==> config.mk <==
export PLATFORM = sky130hd
export DESIGN_NAME = timer_periph
export DESIGN_NICKNAME = d
export VERILOG_FILES = /design/src/rtl/timer_pkg.sv /design/src/rtl/timer_core.sv /design/src/rtl/timer_periph.sv
export SDC_FILE = /design/constraint.sdc
export NUM_CORES = 1
export LEC_CHECK = 0
export CAP_MARGIN = 20
export CELL_PAD_IN_SITES_DETAIL_PLACEMENT = 1
export CELL_PAD_IN_SITES_GLOBAL_PLACEMENT = 2
export CORE_MARGIN = 1
export CORE_UTILIZATION = 34
export DETAILED_ROUTE_END_ITERATION = 8
export PLACE_DENSITY = 0.83
export SLEW_MARGIN = 30
export SYNTH_ARGS = -nofsm -noshare
export SYNTH_HDL_FRONTEND = slang
export SYNTH_SLANG_ARGS = --single-unit
==> constraint.sdc <==
create_clock -name clk -period 2.9 [get_ports clk]
set_clock_uncertainty 0.2 [all_clocks]
set_input_delay 0.29 -clock clk [delete_from_list [all_inputs] [get_ports clk]]
set_output_delay 0.29 -clock clk [all_outputs]
set_load 0.005 [all_outputs]
==> src/rtl/timer_pkg.sv <==
// Shared register map constants for the timer peripheral; the bus interface
// and sibling peripherals decode against the same offsets and bit indices.
package timer_pkg;

    localparam int DATA_W = 32;

    // Word offsets (byte address bits [3:2])
    typedef enum logic [1:0] {
        REG_CTRL  = 2'd0,
        REG_PRESC = 2'd1,
        REG_LOAD  = 2'd2,
        REG_STAT  = 2'd3
    } reg_sel_e;

    localparam int CTRL_EN  = 0;
    localparam int CTRL_PER = 1;
    localparam int CTRL_IE  = 2;

    localparam int STAT_TIF = 0;

    // Apply byte enables: strobed bytes come from new_v, others keep old_v.
    function automatic logic [DATA_W-1:0] byte_merge(
        input logic [DATA_W-1:0] old_v,
        input logic [DATA_W-1:0] new_v,
        input logic [3:0]        strb
    );
        logic [DATA_W-1:0] res;
        for (int k = 0; k < 4; k++) begin
            res[8*k +: 8] = strb[k] ? new_v[8*k +: 8] : old_v[8*k +: 8];
        end
        return res;
    endfunction

endpackage

==> src/rtl/timer_core.sv <==
// Prescaler, 32-bit down counter and expiry detection. A LOAD write takes
// priority over a tick in the same cycle, so no decrement or expiry happens then.
module timer_core
    import timer_pkg::*;
#(
    parameter int PRESC_BITS = 16
) (
    input  logic                  clk,
    input  logic                  rst,
    input  logic                  en,
    input  logic                  per,
    input  logic [PRESC_BITS-1:0] presc,
    input  logic [DATA_W-1:0]     load,
    input  logic                  load_wr,
    output logic [DATA_W-1:0]     cnt,
    output logic                  expire,
    output logic                  en_clr
);

    logic [PRESC_BITS-1:0] pcnt;
    logic                  tick;

    assign tick   = en && (pcnt == presc);
    assign expire = tick && (cnt == '0) && !load_wr;
    assign en_clr = expire && !per;

    always_ff @(posedge clk) begin
        if (rst) begin
            pcnt <= '0;
            cnt  <= '0;
        end else if (load_wr) begin
            pcnt <= '0;
            cnt  <= load;
        end else begin
            pcnt <= (!en || tick) ? '0 : pcnt + 1'b1;
            if (tick) begin
                if (cnt != '0)
                    cnt <= cnt - 1'b1;
                else if (per)
                    cnt <= load;
                // one-shot expiry: counter stays at 0, EN is cleared upstream
            end
        end
    end

endmodule

==> src/rtl/timer_periph.sv <==
// Register-mapped down-counting timer: register bank, write/read strobe
// handshakes and level interrupt around timer_core.
module timer_periph
    import timer_pkg::*;
#(
    parameter int PRESC_BITS = 16
) (
    input  logic        clk,
    input  logic        rst,
    input  logic [3:0]  wr_addr,
    input  logic        wr_en,
    input  logic [31:0] wr_data,
    input  logic [3:0]  wr_strb,
    output logic        wr_ack,
    input  logic [3:0]  rd_addr,
    input  logic        rd_en,
    output logic [31:0] rd_data,
    output logic        rd_ack,
    output logic        irq
);

    logic                  wr_fire, rd_fire;
    reg_sel_e              wsel, rsel;
    logic                  ctrl_en, ctrl_per, ctrl_ie, tif;
    logic [PRESC_BITS-1:0] presc;
    logic [DATA_W-1:0]     load, load_d, cnt;
    logic [DATA_W-1:0]     presc_ext, presc_merged, rd_mux;
    logic                  ctrl_wr, presc_wr, load_wr, tif_w1c;
    logic                  expire, en_clr;
    logic                  unused_bits;

    // Handshake: one access per enable assertion, acked the following cycle
    assign wr_fire = wr_en && !wr_ack;
    assign rd_fire = rd_en && !rd_ack;

    assign wsel = reg_sel_e'(wr_addr[3:2]);
    assign rsel = reg_sel_e'(rd_addr[3:2]);

    assign ctrl_wr  = wr_fire && (wsel == REG_CTRL) && wr_strb[0];
    assign presc_wr = wr_fire && (wsel == REG_PRESC);
    assign load_wr  = wr_fire && (wsel == REG_LOAD);
    assign tif_w1c  = wr_fire && (wsel == REG_STAT) && wr_strb[0] && wr_data[STAT_TIF];

    always_comb begin
        presc_ext                   = '0;
        presc_ext[PRESC_BITS-1:0]   = presc;
    end

    assign presc_merged = byte_merge(presc_ext, wr_data, wr_strb);
    // Counter reload on a LOAD write sees the strobe-merged value
    assign load_d       = load_wr ? byte_merge(load, wr_data, wr_strb) : load;

    always_comb begin
        rd_mux = '0;
        case (rsel)
            REG_CTRL: begin
                rd_mux[CTRL_EN]  = ctrl_en;
                rd_mux[CTRL_PER] = ctrl_per;
                rd_mux[CTRL_IE]  = ctrl_ie;
            end
            REG_PRESC: rd_mux = presc_ext;
            REG_LOAD:  rd_mux = cnt;
            REG_STAT:  rd_mux[STAT_TIF] = tif;
            default:   rd_mux = '0;
        endcase
    end

    always_ff @(posedge clk) begin
        if (rst) begin
            wr_ack   <= 1'b0;
            rd_ack   <= 1'b0;
            rd_data  <= '0;
            ctrl_en  <= 1'b0;
            ctrl_per <= 1'b0;
            ctrl_ie  <= 1'b0;
            presc    <= '0;
            load     <= '0;
            tif      <= 1'b0;
        end else begin
            wr_ack  <= wr_fire;
            rd_ack  <= rd_fire;
            rd_data <= rd_fire ? rd_mux : '0;

            // Written EN overrides a same-cycle one-shot auto-clear
            if (en_clr)
                ctrl_en <= 1'b0;
            if (ctrl_wr) begin
                ctrl_en  <= wr_data[CTRL_EN];
                ctrl_per <= wr_data[CTRL_PER];
                ctrl_ie  <= wr_data[CTRL_IE];
            end

            if (presc_wr)
                presc <= presc_merged[PRESC_BITS-1:0];
            if (load_wr)
                load <= load_d;

            // Hardware set wins over software clear
            if (expire)
                tif <= 1'b1;
            else if (tif_w1c)
                tif <= 1'b0;
        end
    end

    assign irq = tif && ctrl_ie;

    timer_core #(
        .PRESC_BITS(PRESC_BITS)
    ) u_core (
        .clk    (clk),
        .rst    (rst),
        .en     (ctrl_en),
        .per    (ctrl_per),
        .presc  (presc),
        .load   (load_d),
        .load_wr(load_wr),
        .cnt    (cnt),
        .expire (expire),
        .en_clr (en_clr)
    );

    assign unused_bits = ^{wr_addr[1:0], rd_addr[1:0], presc_merged};

endmodule

==> impl_metrics.tcl, run 1 <==
set metrics [dict create \
    synth-xor-area-share_pct 4.25 \
    yosysSeqAreaShare_pct 43.4 \
    drt_wl_total_mm 19.5 \
    yosysWarnings 0 \
    io_pins 83 \
    coreArea_um2 17500 \
    crit_arrival_ns 2.86 \
    routedWlPerCell_um 19.0 \
    n_antenna_cell 0 \
    slew_violations 0 \
    clock_path_buffers 2 \
    clk_pin_slew_ns 0.06 \
    cts.htree.levels 4 \
    synth_seq_cells 134 \
    drt_iter0_drc 304 \
    synth_top_family_by_area "simple AND/OR/NAND/NOR gates" \
    grtUsageTotal_pct 22.2 \
    start_kind "flop" \
    end_kind "flop" \
    grt_pass1_wl_mm 31.3 \
    slowest_stage "o41ai_2" \
    rows 48 \
    holdCritPathClass "input port to flop" \
    synth_compound_area_share_pct 16.5 \
    yosys.cell_types.count 72 \
    final_layout_size_suffix_gt1_share_pct 11.7 \
    die_y_um 137 \
    slowest_delay_ns 0.45 \
    whs_ns 0.108 \
    num_vias 5647 \
    cts-root-buf "clkbuf_16" \
    drc 0 \
    path_cells "nor4_4 -> nand4_4 -> o41ai_2 -> o21bai_2 -> buf_6 -> buf_12 -> o21ai_0 -> a211oi_1" \
    syn2layout_area_growth_pct 29.2 \
    io_buffers 78 \
    routed_via_density 5.50 \
    drt_pass1_iterations 4 \
    grt_pass1_vias 5781 \
    synth.avg_cell_area_um2 8.89 \
    rsz0062_at_grt "false" \
    die_area_um2 18700 \
    nFillCells 2016 \
    place_ws_ns -0.0970 \
    fin_ws_ns 0.177 \
    drv_cap 0 \
    outcome "finished, final reports clean" \
    tightest_slew_ns 0.712 \
    synth_ff_type "dfxtp_1" \
    grt_overflow 0 \
    cts_buffers 17 \
    die_w_um 137 \
    worstSetupPathType "flop to flop" \
    cts.sinks 134 \
    grt_max_degree 81 \
    finalCritPeriodShare_pct 93.9 \
    num-nets-final 845 \
    syn-num-nets 753 \
    synth_simple_gate_area_share_pct 21.9 \
    cts_hold_buf 0 \
    tritoncts "done" \
    place_congestion 0.862 \
    cp_max_fo 20 \
    synth_edf_count 0 \
    initial_utilization_pct 35.3 \
    async_flop_share_pct 0 \
    hpwl_mm 13.8 \
    syn_area_um2 6190 \
    min_period_ns 2.72 \
    finalHoldViolCount 0 \
    clkLatencyLatePin_ns 0.43 \
    antenna_left 0 \
    fmax_mhz 367 \
    syn_inst 696 \
    required_ns 3.04 \
    synth.mux.area_fraction_pct 7.63 \
    setup_viol 0 \
    relSlewSlack_pct 52.1 \
    antenna_found_initial 0 \
    synth_adder_area_share_pct 1.82 \
]
## area by class of cell
class	count	area (um^2)	area share, %
clock buffers	20	457	5.71
flip-flops and latches	134	2680	33.6
repair buffers	115	1120	14.0
multi-input cells	500	3260	40.8
clock inverters	12	120	1.50
well taps	225	282	3.52
inverters	20	75.1	0.939
## worst paths after layout
check,slack (ns),startpoint,depth (start not counted),endpoint
worst min register to register,0.26,load[1],2,load[1]
worst max register to register,0.18,u_core.cnt[9],8,u_core.cnt[21]
worst max-delay path,0.18,u_core.cnt[9],8,u_core.cnt[21]
worst min-delay path,0.11,rst,4,rd_data[0]
## sequential cells by signal, summed over array words and instances, names as in the netlist, 16 cells and up
signal       count
u_core.cnt      32
load            32
presc           16
u_core.pcnt     16
rd_data         32
## per-layer routing
layer | vias up | part of all wire, % | track usage (%)
met5 | - | 0 | 0
met4 | 0 | 1.7 | 8.12
met3 | 23 | 4.7 | 5.11
met2 | 126 | 47 | 35.7
met1 | 2811 | 46 | 29.0
li1 | 2687 | - | -
## cells by family (layout without fill, tap and decap cells)
logic type / after synthesis / count (layout)
multiplexers: 47 / 47
XOR/XNOR: 30 / 30
AO/OA/AOI/OAI: 149 / 149
adder cells (fa/ha/maj): 9 / 9
buffers and inverters: 62 / 167
flip-flops: 134 / 134
AND/OR/NAND/NOR: 265 / 265
## layout by cell type (no fill, tap or decap), types with 4 or more instances in the layout
cell               n
buf_12             5
o211ai_1           4
buf_4             31
or3_1              5
ha_1               9
inv_1             19
clkbuf_16         17
nand4_1           10
o32ai_1            6
o22ai_1            8
nor2_1           113
nor4_1             4
or4_1              5
a21oi_1           42
a211oi_1           7
clkdlybuf4s50_1   77
xor2_1             9
and3_1            22
nor4_2             4
nand2_1           43
nand3_1           17
clkinvlp_4         5
dfxtp_1          134
a31oi_1           10
mux2i_1           46
xnor2_1           21
nor3_1            17
a22oi_1           13
o21ai_0           20
o2111ai_1          4
## repair_timing
| action | in CTS | in global routing |
|---|---|---|
| gates resized for setup | 1 | 5 |
| pin swaps | 0 | 0 |
| buffers inserted | 0 | 2 |
| endpoints found under the setup margin | 6 | 11 |
## cells in the mapped netlist, types with 7 or more instances
cell | n | share of area [%]
mux2i_1 | 46 | 7.4
clkbuf_1 | 29 | 1.8
inv_1 | 20 | 1.2
nor3_1 | 17 | 1.4
dfxtp_1 | 134 | 43
o21ai_0 | 20 | 1.6
a31oi_1 | 10 | 1.0
xnor2_1 | 21 | 3.0
and3_1 | 22 | 2.2
ha_1 | 9 | 1.8
a211oi_1 | 7 | 0.85
o22ai_1 | 8 | 0.81
nand2_1 | 43 | 2.6
nand3_1 | 17 | 1.4
nand4_1 | 10 | 1.0
a22oi_1 | 13 | 1.6
nor2_1 | 113 | 6.9
xor2_1 | 9 | 1.3
buf_2 | 7 | 0.57
a21oi_1 | 42 | 3.4
## through the flow
stage / TNS [ns] / utilization, % / std cells / area, um^2
floorplan: 0 / - / 696 / 6190
global placement: 0 / 42.1 / 992 / 7380
detailed placement: -0.741 / 42.1 / 992 / 7380
CTS: 0 / 45.4 / 1024 / 7960
global route: 0 / 45.6 / 1026 / 7990
finish: 0 / 45.6 / 1026 / 7990
## critical path: cells and delay by family, from the launching register on
family | cells | cell delay [ns]
compound gates | 4 | 0.97
simple gates | 2 | 0.67
flops | 1 | 0.40
buf+inv | 2 | 0.39
Power of run 1 is left out: the tool's default activity adds up to more than one toggle a clock period on the data nets, which glitch-free logic cannot reach.
==> run 2: changes to the inputs <==
CORE_MARGIN = default   (was 1)
PLACE_DENSITY = 0.82   (was 0.83)
SYNTH_HIERARCHICAL = 1   (was default)
==> run 2 against run 1 <==
Compared with the run above: utilization down 2.4 points; design area up 4.8%; critical path type unchanged; synthesized cell count up 6.6%; count of clock-buffer cells in the layout up 2; via count up 1.9%; non-clock buffer count down 7; register-to-register slack better by 0.09 ns; sequential share of layout area down 1.5 points.
==> impl_metrics.tcl, run 2 <==
set metrics [dict create \
    hpwl_mm 14.1 \
    routed_via_density 5.25 \
    initial_utilization_pct 34.6 \
    drt_pass1_iterations 4 \
    antenna_found_initial 0 \
    yosysSeqAreaShare_pct 39.9 \
    cts_hold_buf 0 \
    path_cells "nor4_1 -> and4_1 -> a41oi_1 -> o21a_1 -> nand2b_1 -> o32ai_1" \
    layout_common_cells "dfxtp_1, clkdlybuf4s50_1, nand2b_1" \
    cts.htree.levels 4 \
    r2r_start "u_core/cnt[11]" \
    place_congestion 0.799 \
    setup_tns_ns 0 \
    n_antenna_cell 0 \
    io_pins 83 \
    slew_violations 0 \
    drt_wl_total_mm 19.4 \
    fin_ws_ns 0.267 \
    synth.avg_cell_area_um2 9.05 \
    synthTopCellsByCount "dfxtp_1, nand2b_1, nor2_1, a21oi_1, mux2i_1" \
    holdCritPathClass "input port to flop" \
    r2r_cells 6 \
    io_buffers 78 \
    hold-path-endpoint "load[25]" \
    start_kind "flop" \
    rows 51 \
    clk_pin_slew_ns 0.06 \
    synth_edf_count 0 \
    clkLatencyLatePin_ns 0.41 \
    worstReg2RegEnd "u_core/cnt[11]" \
    synth_ff_type "dfxtp_1" \
    synth_area_leader_cell "dfxtp_1" \
    path_delay_family "simple AND/OR/NAND/NOR gates" \
    min_period_ns 2.63 \
    setup_viol 0 \
    drv_cap 0 \
    relSlewSlack_pct 48.8 \
    syn-num-nets 798 \
    cts_buffers 17 \
    grt_pass1_vias 6023 \
    final_layout_size_suffix_gt1_share_pct 10.3 \
    required_ns 2.96 \
    clock_path_buffers 2 \
    yosysWarnings 6 \
    rsz0062_at_grt "false" \
    grt_pass1_wl_mm 31.4 \
    cp_max_fo 10 \
    drt_iter0_drc 349 \
    cts-root-buf "clkbuf_16" \
    final_common_cell "dfxtp_1" \
    tritoncts "done" \
    post-synth-top-count-cell "dfxtp_1" \
    routedWlPerCell_um 17.7 \
    hp-start "rst" \
    tightest_slew_ns 0.769 \
    finalHoldViolCount 0 \
    hold_depth 3 \
    crit_arrival_ns 2.69 \
    die_y_um 143 \
    die_area_um2 20300 \
    drc 0 \
    grtUsageTotal_pct 19.9 \
    cts_setup_buffers 0 \
    syn2layout_area_growth_pct 24.7 \
    syn_inst 742 \
    fmax_mhz 380 \
    grt_overflow 0 \
    end_kind "flop" \
    antenna_left 0 \
    ys_top_cells_by_area "dfxtp_1, nand2b_1, mux2i_1" \
    worstSetupPathType "flop to flop" \
    slowest_stage "nor4_1" \
    outcome "finished, final reports clean" \
    cts.sinks 134 \
    critPathBufInv 0 \
    syn_area_um2 6720 \
    num_vias 5755 \
    reg.largest.list "load x32, rd_data x32, u_core/cnt x32" \
    finalCritPeriodShare_pct 90.8 \
    grt_max_degree 55 \
    synth_top_area_share_pct 39.9 \
    async_flop_share_pct 0 \
    slowest_delay_ns 0.51 \
    die_w_um 143 \
    synth_seq_cells 134 \
    place_ws_ns 0.0400 \
    regToRegSetupSlack_ns 0.27 \
    ctsResizeCount 0 \
    yosys.cell_types.count 59 \
    coreArea_um2 19400 \
    num-nets-final 875 \
]
[run 2: cell count changes after synthesis, sizes merged, moves of 16 or more]
| cell | before | now |
|---|---|---|
| nand2b | 4 | 69 |
| nand2 | 44 | 25 |
| o21ai | 23 | 46 |
| nand4b | 0 | 16 |
| mux2 | 1 | 35 |
| nor2 | 113 | 58 |
[run 2: metal layers]
layer	wire (um)	share of wire [%]	GRT usage (%)
met1	8890	46	24.4
met4	251	1.3	5.66
met2	9700	50	34.7
met5	0	0	0
met3	514	2.7	4.27
[run 2: kinds of logic (layout without fill, tap and decap cells)]
kind of cell | after synthesis | in the layout | share of synthesized area, %
AND/OR/NAND/NOR | 289 | 289 | 25.0
buffers and inverters | 71 | 160 | 5.03
XOR/XNOR | 30 | 30 | 3.91
AO/OA/AOI/OAI | 139 | 139 | 13.0
multiplexers | 71 | 71 | 11.6
adder cells (fa/ha/maj) | 8 | 8 | 1.49
flip-flops | 134 | 134 | 39.9
[run 2: worst min-delay path, cell delays in order]
cell and delay, ns:
buf_2 0.18, nand4b_1 0.14, o21ai_1 0.07
[run 2: layout make-up]
type	instances	area (um^2)
Multi-Input combinational cell	537	3700
Fill cell	2230	11000
Clock buffer	22	484
Clock inverter	9	52.6
Tap cell	265	332
Sequential cell	134	2680
Timing Repair Buffer	108	1050
Inverter	21	78.8
[run 2: worst max path at each step]
stage	startpoint	end	slack, ns	cells after the start
detailed placement	wr_addr[3]	u_core/cnt[11]	0.04	7
CTS	u_core/cnt[11]	u_core/cnt[11]	0.28	6
global route	u_core/cnt[11]	u_core/cnt[2]	0.08	6
global placement	wr_addr[3]	u_core/cnt[3]	0.11	8
finish	u_core/cnt[11]	u_core/cnt[11]	0.27	6
floorplan	wr_ack	u_core/cnt[14]	0.40	10
[run 2: metrics by stage]
step                area [um^2]  cells  utilization, %  hold slack, ns
finish                     8380   1096            43.2           0.120
global route               8380   1096            43.2           0.139
CTS                        8380   1096            43.2          0.0986
detailed placement         7840   1065            40.4           0.253
global placement           7840   1065            40.4           0.247
floorplan                  6720    742               -           0.235
Power of run 2 is left out for the same reason.
==> run 3: changes to the inputs <==
CAP_MARGIN = 0   (was 20)
CORE_UTILIZATION = 36   (was 34)
CTS_BUF_LIST = sky130_fd_sc_hd__clkbuf_4 sky130_fd_sc_hd__clkbuf_8   (was default)
PLACE_DENSITY = 0.86   (was 0.82)
==> run 3 against run 2 <==
Compared with the run above: utilization rose by 2.2 points; die area fell by 5.5%; setup slack got worse by 0.064 ns; critical endpoint is now u_core/cnt[28]; sequential cell count did not move; the flow now finishes with violations (design-rule violations); maximum frequency fell by 2.4%.
==> impl_metrics.tcl, run 3 (same netlist as run 2, synthesis figures left out) <==
set metrics [dict create \
    io_pins 83 \
    ctsResizeCount 0 \
    end_kind "flop" \
    io_buffers 78 \
    initial_utilization_pct 37.0 \
    required_ns 2.98 \
    syn2layout_area_growth_pct 22.5 \
    clkLatencyLatePin_ns 0.44 \
    tightest_slew_ns 0.689 \
    grt_overflow 0 \
    regToRegSetupSlack_ns 0.20 \
    antenna_left 0 \
    clk_pin_slew_ns 0.07 \
    hold-path-endpoint "u_core/cnt[9]" \
    setup_tns_ns 0 \
    setup_viol 0 \
    rows 49 \
    num-nets-final 881 \
    holdCritPathClass "input port to flop" \
    coreArea_um2 18100 \
    grt_pass1_wl_mm 31.7 \
    drv_cap 0 \
    grt_max_degree 54 \
    hpwl_mm 14.3 \
    nFillCells 2123 \
    antenna_found_initial 0 \
    fmax_mhz 371 \
    drt_wl_total_mm 19.5 \
    finalHoldViolCount 0 \
    grt_pass1_vias 6026 \
    die_w_um 139 \
    hold_depth 2 \
    drc 6 \
    post_dp_cell_area_um2 7830 \
    final_common_cell "dfxtp_1" \
    num_vias 5824 \
    start_kind "flop" \
    routedWlPerCell_um 18.3 \
    clock_path_buffers 2 \
    routed_via_density 5.46 \
    grtUsageTotal_pct 20.9 \
    cts.htree.levels 4 \
    cts_setup_buffers 0 \
    final_layout_size_suffix_gt1_share_pct 11.2 \
    reg.largest.list "load x32, rd_data x32, u_core/cnt x32" \
    outcome "finished with violations" \
    cts_buffers 17 \
    design_area_um2 8230 \
    min_period_ns 2.70 \
    cts.sinks 134 \
    finalCritPeriodShare_pct 93.0 \
    worstSetupPathType "flop to flop" \
    layout_common_cells "dfxtp_1, clkdlybuf4s50_1, nand2b_1" \
    slew_violations 0 \
    drt_iter0_drc 253 \
    cts_hold_buf 0 \
    rsz0062_at_grt "false" \
    cts-root-buf "clkbuf_8" \
    relSlewSlack_pct 54.1 \
    crit_arrival_ns 2.78 \
    n_antenna_cell 0 \
    drt_pass1_iterations 9 \
    worstReg2RegEnd "u_core/cnt[28]" \
    die_y_um 139 \
    hp-start "rst" \
    violations "design-rule violations" \
    r2r_start "u_core/cnt[11]" \
    tritoncts "done" \
    place_congestion 0.822 \
    r2r_cells 6 \
    cp_max_fo 10 \
    die_area_um2 19200 \
]
[run 3: cell types whose count changed in the layout (fill, tap and decap cells not counted)]
cell / delta
clkbuf_4: +4
bufinv_16: +2
buf_12: -1
clkinv_4: +2
buf_4: +7
clkbuf_16: -17
clkinvlp_4: -3
clkbuf_1: -1
clkbuf_8: +16
clkinv_2: -2
[run 3: worst max-delay path: stages, from the launching register on]
cell and delay (ns):
dfxtp_1 0.38, nor4_1 0.58, and4_1 0.42, a41oi_1 0.18, o21a_1 0.21, nand2b_1 0.40
o21ai_0 0.19
[run 3: worst max path at each step]
stage | start | end | slack [ns] | depth (start not counted)
CTS | u_core/cnt[12] | u_core/cnt[28] | 0.19 | 6
global route | u_core/cnt[11] | u_core/cnt[28] | 0.12 | 6
detailed placement | wr_addr[3] | u_core/cnt[28] | 0.08 | 7
floorplan | wr_ack | u_core/cnt[14] | 0.40 | 10
finish | u_core/cnt[11] | u_core/cnt[28] | 0.20 | 6
global placement | wr_addr[3] | u_core/cnt[8] | 0.18 | 8
[run 3: stage by stage]
stage          hold slack (ns)  setup WS [ns]  utilization, %  std cells
4_1_cts                 0.0564          0.192            45.4       1067
6_report                0.0925          0.203            45.4       1067
3_3_place_gp             0.248          0.181            43.1       1035
3_5_place_dp             0.256         0.0803            43.1       1035
5_1_grt                 0.0750          0.117            45.4       1067
2_1_floorplan            0.235          0.398               -        742
[run 3: per-layer routing]
| metal | GRT usage (%) | share of wire (%) | vias to the layer above | wire length, um |
|---|---|---|---|---|
| li1 | - | - | 2801 | - |
| met1 | 26.2 | 46 | 2880 | 9060 |
| met2 | 36.2 | 49 | 131 | 9510 |
| met3 | 4.01 | 3.9 | 12 | 758 |
| met4 | 6.09 | 0.96 | 0 | 187 |
| met5 | 0 | 0 | - | 0 |
[run 3: final cells by class]
| cell class | count | area, um^2 | area share (%) |
|---|---|---|---|
| inverter | 21 | 78.8 | 0.958 |
| clock inverter | 8 | 97.6 | 1.19 |
| tap | 229 | 287 | 3.48 |
| clock buffer | 24 | 305 | 3.71 |
| sequential | 134 | 2680 | 32.6 |
| timing repair buffer | 114 | 1080 | 13.2 |
| multi-input combinational | 537 | 3700 | 44.9 |
Power of run 3 is left out for the same reason.
